**src/rtl/conv1_pkg.sv**
```systemverilog
// Shared widths and the FSM state type for the Conv1 row sequencer.
package conv1_pkg;

  localparam int PIX_W = 4;
  localparam int RES_W = 8;
  localparam int TAPS  = 5;
  localparam int IDX_W = 10;

  typedef enum logic [1:0] {
    IDLE,
    FILL,
    RUN,
    DRAIN
  } conv1_state_t;

endpackage

```
**src/rtl/conv1_window.sv**
```systemverilog
// Sliding pixel window feeding Conv1: taps[0] is the oldest pixel, taps[TAPS-1] the newest.
module conv1_window
  import conv1_pkg::*;
(
  input  logic                          clk,
  input  logic                          rst,
  input  logic                          clr,
  input  logic                          shift,
  input  logic [PIX_W-1:0]              din,
  output logic [TAPS-1:0][PIX_W-1:0]    taps
);

  // New pixels enter at the top so the oldest sample falls off taps[0].
  always_ff @(posedge clk or posedge rst) begin
    if (rst) begin
      taps <= '0;
    end else if (clr) begin
      taps <= '0;
    end else if (shift) begin
      taps <= {din, taps[TAPS-1:1]};
    end
  end

endmodule

```
**src/rtl/conv1_seq.sv**
```systemverilog
// Row sequencer for Conv1: builds the 5-pixel window, tracks Conv1 latency,
// and tags each result with out_valid and its column index.
module conv1_seq
  import conv1_pkg::*;
#(
  parameter int ROW_LEN  = 28,
  parameter int CONV_LAT = 1
) (
  input  logic             clk,
  input  logic             rst,
  input  logic             start,
  output logic             busy,
  output logic             done,
  input  logic             pix_valid,
  output logic             pix_ready,
  input  logic [PIX_W-1:0] pix_data,
  output logic [PIX_W-1:0] win1,
  output logic [PIX_W-1:0] win2,
  output logic [PIX_W-1:0] win3,
  output logic [PIX_W-1:0] win4,
  output logic [PIX_W-1:0] win5,
  input  logic [RES_W-1:0] conv_out,
  output logic             out_valid,
  output logic [RES_W-1:0] out_data,
  output logic [IDX_W-1:0] out_idx
);

  if (ROW_LEN < 5 || ROW_LEN > 1023) begin : g_bad_row_len
    $error("conv1_seq: ROW_LEN must be within 5..1023");
  end
  if (CONV_LAT < 0 || CONV_LAT > 4) begin : g_bad_conv_lat
    $error("conv1_seq: CONV_LAT must be within 0..4");
  end

  localparam logic [IDX_W-1:0] FILL_LAST = IDX_W'(TAPS - 2);
  localparam logic [IDX_W-1:0] LAST_PIX  = IDX_W'(ROW_LEN - 1);

  conv1_state_t                 state, state_nxt;
  logic                         accept;
  logic                         clr;
  logic                         pending;
  logic [IDX_W-1:0]             pix_cnt;
  logic [CONV_LAT:0]            vld;
  logic [TAPS-1:0][PIX_W-1:0]   taps;

  assign accept    = pix_valid && pix_ready;
  assign pix_ready = (state == FILL) || (state == RUN);
  assign busy      = (state != IDLE);
  assign out_valid = vld[CONV_LAT];
  assign out_data  = conv_out;

  always_ff @(posedge clk or posedge rst) begin
    if (rst) begin
      state <= IDLE;
    end else begin
      state <= state_nxt;
    end
  end

  always_comb begin
    state_nxt = state;
    clr       = 1'b0;
    unique case (state)
      IDLE: begin
        if (start) begin
          state_nxt = FILL;
          clr       = 1'b1;
        end
      end
      FILL:    if (accept && pix_cnt == FILL_LAST) state_nxt = RUN;
      RUN:     if (accept && pix_cnt == LAST_PIX)  state_nxt = DRAIN;
      DRAIN:   if (!pending)                       state_nxt = IDLE;
      default: state_nxt = IDLE;
    endcase
  end

  // The newest stage is excluded: it is the one presenting out_valid right now.
  always_comb begin
    pending = 1'b0;
    for (int i = 0; i < CONV_LAT; i++) begin
      pending = pending | vld[i];
    end
  end

  always_ff @(posedge clk or posedge rst) begin
    if (rst) begin
      vld <= '0;
    end else begin
      vld[0] <= accept && (state == RUN);
      for (int i = 1; i <= CONV_LAT; i++) begin
        vld[i] <= vld[i-1];
      end
    end
  end

  always_ff @(posedge clk or posedge rst) begin
    if (rst) begin
      pix_cnt <= '0;
      out_idx <= '0;
      done    <= 1'b0;
    end else begin
      done <= (state == DRAIN) && !pending;
      if (clr) begin
        pix_cnt <= '0;
        out_idx <= '0;
      end else begin
        if (accept)    pix_cnt <= pix_cnt + 1'b1;
        if (out_valid) out_idx <= out_idx + 1'b1;
      end
    end
  end

  conv1_window u_window (
    .clk   (clk),
    .rst   (rst),
    .clr   (clr),
    .shift (accept),
    .din   (pix_data),
    .taps  (taps)
  );

  assign win1 = taps[0];
  assign win2 = taps[1];
  assign win3 = taps[2];
  assign win4 = taps[3];
  assign win5 = taps[4];

endmodule

```
**config.mk**
```make
export PLATFORM = sky130hd
export DESIGN_NAME = conv1_seq
export DESIGN_NICKNAME = d
export VERILOG_FILES = /design/src/rtl/conv1_pkg.sv /design/src/rtl/conv1_window.sv /design/src/rtl/conv1_seq.sv
export SDC_FILE = /design/constraint.sdc
export NUM_CORES = 1
export LEC_CHECK = 0
export CELL_PAD_IN_SITES_DETAIL_PLACEMENT = 1
export CELL_PAD_IN_SITES_GLOBAL_PLACEMENT = 1
export CORE_UTILIZATION = 37
export CTS_CLUSTER_SIZE = 25
export DETAILED_ROUTE_END_ITERATION = 7
export GPL_ROUTABILITY_DRIVEN = 1
export GPL_TIMING_DRIVEN = 0
export PLACE_DENSITY_LB_ADDON = 0.1
export SLEW_MARGIN = 20
export SYNTH_ARGS = -nofsm -noshare
export SYNTH_HDL_FRONTEND = slang
export SYNTH_HIERARCHICAL = 1
export SYNTH_SLANG_ARGS = --single-unit
```
**constraint.sdc**
```tcl
create_clock -name clk -period 2.38 [get_ports clk]
set_input_delay 0.357 -clock clk [delete_from_list [all_inputs] [get_ports clk]]
set_output_delay 0.357 -clock clk [all_outputs]
set_load 0.01 [all_outputs]
```
==> impl_metrics.yaml <==
setup_path:
  reg2reg_depth: 7
  crit_start: "state[1]"
  cp-start-kind: "flip-flop"
  cp_slowest_cell: "clkdlybuf4s50_1"
  worst_setup_path_end_kind: "output pin"
  path_max_fanout: 5
  r2r_end: "u_window/taps[11]"
  slowest_delay_ns: 0.56
  crit_type: "flip-flop to output pin"
  crit_family: "buffers and inverters"
  r2r_setup_slack_ns: 0.38
  critical_path.reg2reg.startpoint: "state[1]"
  endpoint: "pix_ready"
  worstPathRequired_ns: 2.02
  crit_chain: "inv_1 -> ha_1 -> clkdlybuf4s50_1"
  crit_buf_inv: 2
  cp.depth: 3
  cp.arrival_ns: 1.75
finish:
  final_cells: 325
  syn_to_final_growth_pct: 32.3
  nFillCells: 623
  drive_gt1_share_pct: 9.09
  nets: 275
  diodes: 0
  design_area_um2: 2850
clock_network:
  cts_hold_buf: 0
  cts_root_buf: "clkbuf_8"
  clockBufferDepth: 2
  cts_resized: 0
  postCtsSetupRepairBufs: 0
  cts_made_buffers: 5
  clk_pin_slew_ns: 0.08
  cts_tree: "built"
  cts.sinks: 45
  htree_levels: 2
  insertion_delay_ns: 0.29
timing:
  slew_violations: 0
  relSlewSlack_pct: 38.7
  fin_skew_ns: 0.00787
  setup_viol: 0
  finalHoldViolCount: 0
  tightest_slew_ns: 0.914
  layout_min_cycle_time_ns: 2.11
  fmax_mhz: 474
  min_period_over_period_pct: 88.7
  timing.setup.tns_ns: 0
  grt_setup_unrepaired: "false"
grt:
  grt_pass1_wl_um: 7850
  grt_overflow_total: 0
  first_global_vias: 1618
  antenna_found_initial: 0
  grt_util_all_layers_pct: 16.4
  grt_max_degree: 26
drt:
  drc: 0
  routed_wl_um: 4550
  drtPass1Iterations: 4
  wire_per_inst_um: 14.0
  dr_total_vias: 1566
  drt_iter0_drc: 56
  via_per_inst: 4.82
  ant_nets: 0
min_path:
  hold_class: "flip-flop to flip-flop"
status:
  status: "finished clean"
synth:
  syn-cell-area_um2: 2160
  synth.top_cells.by_area: "dfrtp_1 52%, mux2i_1 10%, nor2_1 7.0%"
  synth.distinct_cells: 28
  seq_area_frac_synth_pct: 52.2
  synth_top_area_share_pct: 52.2
  synthCells: 196
  synth_top_area_cell: "dfrtp_1"
  yosys_register_bits: 45
  syn-num-nets: 219
  yosys_warnings: 6
  post_synth.cell_area_avg_um2: 11.0
floorplan:
  die_w_um: 78.3
  fp.dieH_um: 78.3
  initial_core_util_pct: 38.7
  core_um2: 5570
  boundaryPins: 58
  row_count: 27
  die_area_um2: 6140
power_and_ir_drop:
  p_leak_nw: 1.30
  ir_drop_mv: 0.823
  power_switching_mw: 1.13
  power_frac_clock_pct: 18.3
  swShare_pct: 34.6
  power_frac_seq_pct: 37.2
  power_density_nw_per_um2: 1140
  intPower_mw: 2.13
  total_power_mw: 3.26
  p_comb_share_pct: 44.5
place:
  gp_congestion: 0.759
  placed_cell_area_um2: 2740
  hpwl_um: 3340
  placement.io_buffers: 49
  place_inst: 317
job:
  max_cap_viol_count: 0
-- final cells by class --
| class | count | area, um2 | area share, % |
|---|---|---|---|
| Clock buffer | 7 | 86.3 | 3.03 |
| Timing Repair Buffer | 49 | 490 | 17.2 |
| Sequential cell | 45 | 1130 | 39.5 |
| Tap cell | 72 | 90.1 | 3.16 |
| Buffer | 17 | 116 | 4.08 |
| Inverter | 5 | 18.8 | 0.658 |
| Clock inverter | 1 | 30.0 | 1.05 |
| Multi-Input combinational cell | 129 | 895 | 31.4 |
-- cell families after synthesis --
family / after synthesis / synth area share [%]
simple gates: 76 / 17.6
buf+inv: 22 / 6.27
compound gates: 6 / 2.03
xor+xnor: 17 / 6.91
fa+ha+maj: 7 / 4.06
flops: 45 / 52.2
mux: 23 / 10.9
-- state kept, by name, indices dropped and copies added, names as in the netlist --
register and count:
u_window/taps 20, out_idx 10, pix_cnt 10, state 2, vld 2, done 1
-- cells in the mapped netlist, drive strengths merged --
library cell	instances
nor3	3
and3	2
nand4	7
xor2	12
nor2b	1
or4	1
dfrtp	45
o221ai	1
nor2	40
xnor2	5
clkbuf	6
nand2	6
mux2i	22
and4	3
nor4	1
a2bb2oi	1
inv	5
a21oi	3
buf	11
nand3	5
and2	5
mux2	1
o21ai	1
nand2b	1
or3	1
ha	7
-- worst min-delay path by stage --
stage	cells past startpoint	from	endpoint	slack, ns
5_1_grt	0	vld[0]	vld[1]	0.47
2_1_floorplan	1	rst	u_window/taps[0]	0.32
3_5_place_dp	0	vld[0]	vld[1]	0.44
3_3_place_gp	0	vld[0]	vld[1]	0.44
4_1_cts	0	vld[0]	vld[1]	0.46
6_report	0	vld[0]	vld[1]	0.45
-- per-layer routing --
layer	vias up	global-route usage, %	routed length (um)
li1	751	-	-
met1	766	22.3	2120
met2	44	26.6	2200
met3	5	2.56	191
met4	0	5.56	38
met5	-	0	0
-- cell usage in the layout (no fill, tap or decap), types with 5 or more instances in the layout --
cell type,instances
clkdlybuf4s50_1,49
dfrtp_1,45
nor2_1,40
mux2i_1,22
xor2_1,12
buf_4,8
clkbuf_1,7
nand4_1,7
ha_1,7
nand2_1,6
clkbuf_8,6
and2_1,5
xnor2_1,5
nand3_1,5
-- power by group through the flow --
stage | clock network [mW] | registers (mW) | logic [mW]
5_1_grt | 0.642 | 1.25 | 1.60
3_5_place_dp | 0 | 1.23 | 1.47
4_1_cts | 0.618 | 1.22 | 1.47
3_3_place_gp | 0 | 1.22 | 1.43
6_report | 0.596 | 1.21 | 1.45
2_1_floorplan | 0 | 1.27 | 0.771
-- worst register-to-register path: stages (launching register included) --
cell	delay (ns)
dfrtp_1	0.42
inv_1	0.10
ha_1	0.38
and2_1	0.16
clkbuf_1	0.30
buf_6	0.23
mux2i_1	0.22
nor2_1	0.06
-- metrics by stage --
stage | hold WS, ns | worst slack, ns | utilization, %
2_1_floorplan | 0.321 | 0.597 | -
3_3_place_gp | 0.445 | 0.277 | 49.1
3_5_place_dp | 0.444 | 0.213 | 49.1
4_1_cts | 0.465 | 0.259 | 51.2
5_1_grt | 0.473 | 0.166 | 51.2
6_report | 0.453 | 0.268 | 51.2
Note: power is estimated with default switching activity, not from simulation.
